$ cat config.mk
export PLATFORM = sky130hd
export DESIGN_NAME = uart_tx_framed
export DESIGN_NICKNAME = d
export VERILOG_FILES = /design/src/rtl/uart_tx_framed.sv
export SDC_FILE = /design/constraint.sdc
export NUM_CORES = 1
export LEC_CHECK = 0
export CORE_MARGIN = 5
export CORE_UTILIZATION = 59
export DETAILED_ROUTE_END_ITERATION = 6
export PLACE_DENSITY = 0.76
export SLEW_MARGIN = 20
export SYNTH_ARGS = -nofsm -noshare
export SYNTH_HDL_FRONTEND = slang
export SYNTH_SLANG_ARGS = --single-unit
$ cat constraint.sdc
create_clock -name clock -period 4.2 [get_ports clock]
set_input_delay 0.42 -clock clock [delete_from_list [all_inputs] [get_ports clock]]
set_output_delay 0.42 -clock clock [all_outputs]
set_load 0.005 [all_outputs]
$ cat src/rtl/uart_tx_framed.sv
// Framed UART transmitter: FIFO-fed, configurable width/parity/stop bits,
// internal bit-period timer, back-to-back frame draining.
module uart_tx_framed #(
  parameter int CLK_HZ     = 25_000_000,
  parameter int BAUD_RATE  = 9600,
  parameter int DATA_BITS  = 9,
  parameter int PARITY     = 0,
  parameter int STOP_BITS  = 1,
  parameter int FIFO_DEPTH = 4
) (
  input  logic                 clock,
  input  logic                 reset,
  input  logic                 send,
  input  logic [DATA_BITS-1:0] data,
  output logic                 tx,
  output logic                 ready,
  output logic                 busy,
  output logic                 overflow
);

  localparam int DIV = CLK_HZ / BAUD_RATE;
  localparam int TW  = (DIV > 2) ? $clog2(DIV) : 1;
  localparam int AW  = $clog2(FIFO_DEPTH);
  localparam int CW  = AW + 1;
  localparam int BW  = $clog2(DATA_BITS);

  localparam logic [TW-1:0] TIMER_MAX = TW'(DIV - 1);
  localparam logic [BW-1:0] DATA_LAST = BW'(DATA_BITS - 1);
  localparam logic [BW-1:0] STOP_LAST = BW'(STOP_BITS - 1);
  localparam logic [CW-1:0] DEPTH_C   = CW'(FIFO_DEPTH);
  localparam logic          ODD_PAR   = (PARITY == 2);

  typedef enum logic [2:0] {
    S_IDLE, S_START, S_DATA, S_PARITY, S_STOP
  } state_t;

  state_t                state_q, state_d;
  logic [TW-1:0]         timer_q, timer_d;
  logic [BW-1:0]         bit_cnt_q, bit_cnt_d;
  logic [DATA_BITS-1:0]  shift_q, shift_d;
  logic                  par_q, par_d;
  logic                  tx_q, tx_d;
  logic                  overflow_q;
  logic [DATA_BITS-1:0]  mem [FIFO_DEPTH];
  logic [AW-1:0]         wr_ptr_q, rd_ptr_q;
  logic [CW-1:0]         count_q;
  logic                  push, pop, wrap;

  assign ready    = (count_q < DEPTH_C);
  assign busy     = (state_q != S_IDLE) || (count_q != '0);
  assign overflow = overflow_q;
  assign tx       = tx_q;
  assign push     = send && ready;
  assign wrap     = (timer_q == TIMER_MAX);

  always_comb begin
    state_d   = state_q;
    timer_d   = wrap ? '0 : timer_q + 1'b1;
    bit_cnt_d = bit_cnt_q;
    shift_d   = shift_q;
    par_d     = par_q;
    pop       = 1'b0;
    tx_d      = 1'b1;
    unique case (state_q)
      S_IDLE: begin
        timer_d = '0;
        if (count_q != '0) begin
          pop     = 1'b1;
          state_d = S_START;
        end
      end
      S_START: begin
        tx_d = 1'b0;
        if (wrap) begin
          state_d   = S_DATA;
          bit_cnt_d = '0;
        end
      end
      S_DATA: begin
        tx_d = shift_q[0];
        if (wrap) begin
          shift_d = shift_q >> 1;
          if (bit_cnt_q == DATA_LAST) begin
            bit_cnt_d = '0;
            state_d   = (PARITY != 0) ? S_PARITY : S_STOP;
          end else begin
            bit_cnt_d = bit_cnt_q + 1'b1;
          end
        end
      end
      S_PARITY: begin
        tx_d = par_q;
        if (wrap) begin
          state_d   = S_STOP;
          bit_cnt_d = '0;
        end
      end
      S_STOP: begin
        // Last stop period ending with work queued chains straight into START.
        if (wrap) begin
          if (bit_cnt_q == STOP_LAST) begin
            bit_cnt_d = '0;
            if (count_q != '0) begin
              pop     = 1'b1;
              state_d = S_START;
            end else begin
              state_d = S_IDLE;
            end
          end else begin
            bit_cnt_d = bit_cnt_q + 1'b1;
          end
        end
      end
      default: state_d = S_IDLE;
    endcase
    if (pop) begin
      shift_d = mem[rd_ptr_q];
      par_d   = (^mem[rd_ptr_q]) ^ ODD_PAR;
      timer_d = '0;
    end
  end

  always_ff @(posedge clock) begin
    if (reset) begin
      state_q    <= S_IDLE;
      timer_q    <= '0;
      bit_cnt_q  <= '0;
      shift_q    <= '0;
      par_q      <= 1'b0;
      tx_q       <= 1'b1;
      overflow_q <= 1'b0;
      wr_ptr_q   <= '0;
      rd_ptr_q   <= '0;
      count_q    <= '0;
    end else begin
      state_q    <= state_d;
      timer_q    <= timer_d;
      bit_cnt_q  <= bit_cnt_d;
      shift_q    <= shift_d;
      par_q      <= par_d;
      tx_q       <= tx_d;
      overflow_q <= send && !ready;
      if (push) wr_ptr_q <= wr_ptr_q + 1'b1;
      if (pop)  rd_ptr_q <= rd_ptr_q + 1'b1;
      unique case ({push, pop})
        2'b10:   count_q <= count_q + 1'b1;
        2'b01:   count_q <= count_q - 1'b1;
        default: count_q <= count_q;
      endcase
    end
  end

  // Storage needs no reset: count_q gates every read.
  always_ff @(posedge clock) begin
    if (push) mem[wr_ptr_q] <= data;
  end

endmodule

==> results.txt <==
The run finished with clean final reports. The number of warnings reported in the yosys synthesis log came out at 0. Setup slack on the critical path of the routed design comes to 1086 ps. For this configuration, the core starts out at a cell density of 60.59%. The root buffer cell is clkbuf_8. In the detailed route, the total length drawn on met2 is 2650 µm. The detailed router placed 2064 vias in this run.

The element type at the critical path end is a register. Setup repair after global routing left no endpoint under its margin. The post-placement worst setup slack is 1118 ps. The critical path goes through inv_1 -> ha_1 -> or3b_1 -> o41ai_2 -> and2_1 -> buf_4 -> ha_1 -> inv_1 -> fa_1 -> xor2_1 -> or3_1 -> a21oi_1. The number of max-cap violations is 0. The count of inserted antenna diode cells is 0. The via count of the first global-routing pass is 2038.

The critical-path maximum fanout is 16. The clock network latency to the later pin of the worst-skew pair is 340 ps. The post-route worst hold slack came out at 458.4 ps. The final wirelength is 5785 µm.

The net count of the finished layout is 310. The first global-routing pass estimated 9984 µm of wire. The largest stage delay on the critical path is 420 ps. The cell family with the largest share of critical-path delay is simple AND/OR/NAND/NOR gates.

In this run the worst hold path is classified as reg -> reg. The largest net degree at the start of global routing is 30. The area share of the largest cell type after synthesis came out at 32.60%. The layout has 406 filler cells.

For this run, asynchronously set or reset flops after synthesis account for 0%. The floorplan die area came out at 7219 µm². In this run the horizontal extent of the chip is 84.97 µm.

The number of flops mapped to enable cells by yosys came out at 36. The synthesized area per cell came out at 12.19 µm². The number of different library cells used by synthesis comes to 50.

The classification of the worst setup path is reg -> reg. The data arrival time of the worst path is 3390 ps. The maximum clock insertion buffer count came out at 2. The number of buffer and inverter instances along the worst setup path came out at 3. The worst-case vdd ir drop came out at 360.6 µV. In the synthesized netlist the dominant register cell turns out to be dfxtp_1. The number of antenna violations at the first check in global routing came out at 0. In this run the post-CTS setup repair buffer count came out at 0. The maximum achievable frequency came out at 321.2 MHz. Among all stages on the critical path, the largest delay is contributed by o41ai_2. The count of buffers from port buffering is 15. The number of placement rows came out at 27.

The share of cells above drive strength 1 is 11.56%. Sorting the synthesized cells by area gives the leading types as edfxtp_1 33%, dfxtp_1 24%, mux4_2 6.1%. The synthesized instance count came out at 272. The number of clock buffers added by TritonCTS is 9. In this run the remaining antenna-violating nets after routing total 0.

Dividing the detail-routed wire length by the instance count gives 15.81 µm. The worst endpoint required time is 4470 ps. The area added between synthesis and finish is 11.85%. The sum of internal, switching and leakage power came out at 2.240 mW. The largest total area in the synthesized netlist belongs to edfxtp_1. Headroom to the max-slew limit came out at 54.82%.

TritonCTS built the clock tree. The number of cells upsized or downsized after cts is 0. The wire length on met3 is 254 µm. The power density relative to cell area is 604.1 nW/µm². The number of clock sinks came out at 76. The global placement routability congestion came out at 0.7358. The detailed router used layers up to and including met4. The count of pins on the block boundary came out at 16. The number of design-rule violations left by the first detailed-router iteration is 120.

The detailed router put a total of 2809 µm of wire on met1. The post-route DRC violation count is 0. The type of origin of the critical path is a register. The accumulated negative setup slack came out at 0 ps.

The share of the cycle needed by the critical path after routing is 74.14%. The final-report hold violation count came out at 0. The leakage power figure is 1.264 nW. In this run, post-CTS hold repair placed 0 buffers. The clock input transition at the sequential cells of the worst setup and hold paths is 80 ps. The synthesized net count is 293. Between clock sinks in the finished design, the worst skew comes to 7.442 ps. The number of pins with negative max-slew slack in the final report came out at 0. The final HPWL from detailed placement came out at 4000 µm. The sequential-to-total area share from yosys stat came out at 56.75%. After floorplanning, the core was sized to cover 5473 µm². The average via count per standard cell came out at 5.639. Global routing used 17.84% of the available tracks across all layers. The number of iterations in the first detailed-routing pass came out at 4. The H-tree level count is 3.

The post-synthesis instance area came out at 3316 µm². Setup violations remaining at the end of the flow were counted as 0. The die span in y is 84.97 µm. At the pin with the least slew margin, the transition time is 677.7 ps. The total overflow left after global routing is 0.

The post-synthesis register bit count is 76. The final critical-path required period is 3114 ps.
==> tightest hold or removal path, delay by kind of cell (launching register included) <==
family / cells / cell delay [ps]
DFF: 1 / 310
AOI/OAI and AO/OA: 1 / 50
and+or+nand+nor: 1 / 50
==> per-stage QoR <==
step | cell area [µm²] | cells | util (%)
floorplan | 3316 | 272 | -
global placement | 3517 | 350 | 64.27
detailed placement | 3517 | 350 | 64.27
CTS | 3709 | 366 | 67.76
global route | 3709 | 366 | 67.76
finish | 3709 | 366 | 67.76
==> synthesized netlist by cell type (all sizes together) (2+ instances only) <==
| master | n |
|---|---|
| a2111oi | 3 |
| a211oi | 2 |
| a21oi | 19 |
| a22oi | 8 |
| and2 | 6 |
| and3 | 4 |
| buf | 3 |
| clkbuf | 8 |
| dfxtp | 40 |
| edfxtp | 36 |
| ha | 8 |
| inv | 12 |
| mux2 | 2 |
| mux4 | 9 |
| nand2 | 18 |
| nand3 | 4 |
| nand3b | 3 |
| nand4 | 2 |
| nor2 | 28 |
| nor2b | 3 |
| nor3 | 3 |
| nor3b | 2 |
| o21ai | 5 |
| or3 | 4 |
| or3b | 4 |
| xnor2 | 10 |
| xor2 | 10 |
==> cells in the final DEF (no fill, tap or decap), types with 2 or more instances in the layout <==
cell type,instances
clkbuf_8,9
nand4_1,2
nand3b_1,3
clkdlybuf4s50_1,15
mux2_2,2
a211oi_1,2
a21oi_1,19
a22oi_1,8
or3b_1,3
and2_1,6
dfxtp_1,40
nor2b_1,3
xnor2_1,10
inv_1,12
and3_1,4
buf_4,2
nor3b_1,2
edfxtp_1,36
nand3_1,4
nand2_1,18
or3_1,3
ha_1,8
nor2_1,28
o21ai_0,4
nor3_1,3
xor2_1,10
mux4_2,9
==> power by group <==
part / internal, mW / switching [mW] / leakage (nW)
logic: 0.332 / 0.374 / 0.514
registers: 0.904 / 0.0984 / 0.656
clock network: 0.274 / 0.258 / 0.0943
total: 1.51 / 0.730 / 1.26
==> area by class of cell <==
cell class | instances | area (µm²) | share of cell area, %
clock buffer | 10 | 127.6 | 3.441
clock inverter | 6 | 63.81 | 1.721
inverter | 12 | 45.04 | 1.215
multi-input combinational | 173 | 1335 | 36.00
sequential | 76 | 1882 | 50.74
tap | 72 | 90.09 | 2.429
timing repair buffer | 17 | 165.2 | 4.453
==> state kept, by name (all words and copies together), names as in the netlist, named ones only <==
register	flops
mem	36
timer_q	12
shift_q	9
bit_cnt_q	4
count_q	3
state_q	3
rd_ptr_q	2
wr_ptr_q	2
overflow	1
par_q	1
tx	1
==> cell families (layout without fill, tap and decap cells) <==
group | count (synthesis) | in the layout | share of synthesized area (%)
and+or+nand+nor | 89 | 89 | 14.91
DFF | 76 | 76 | 56.75
AOI/OAI and AO/OA | 42 | 42 | 8.680
buffers and inverters | 23 | 45 | 2.981
xor gates and xnor gates | 21 | 21 | 5.962
muxes | 12 | 12 | 7.094
adders and majority gates | 9 | 9 | 3.623
==> per-layer routing <==
layer	vias up	global-route usage [%]
met2	34	25.99
met4	0	6.043
met3	7	5.437
met5	-	0
li1	1018	-
met1	1005	25.41
==> final timing paths <==
| kind | start | to | slack [ps] | cells past startpoint |
|---|---|---|---|---|
| min reg2reg | shift_q[1] | shift_q[1] | 460 | 2 |
| max | bit_cnt_q[0] | count_q[2] | 1090 | 12 |
| max reg2reg | bit_cnt_q[0] | count_q[2] | 1090 | 12 |
| min | shift_q[1] | shift_q[1] | 460 | 2 |
(Power assumes the default switching activity.)
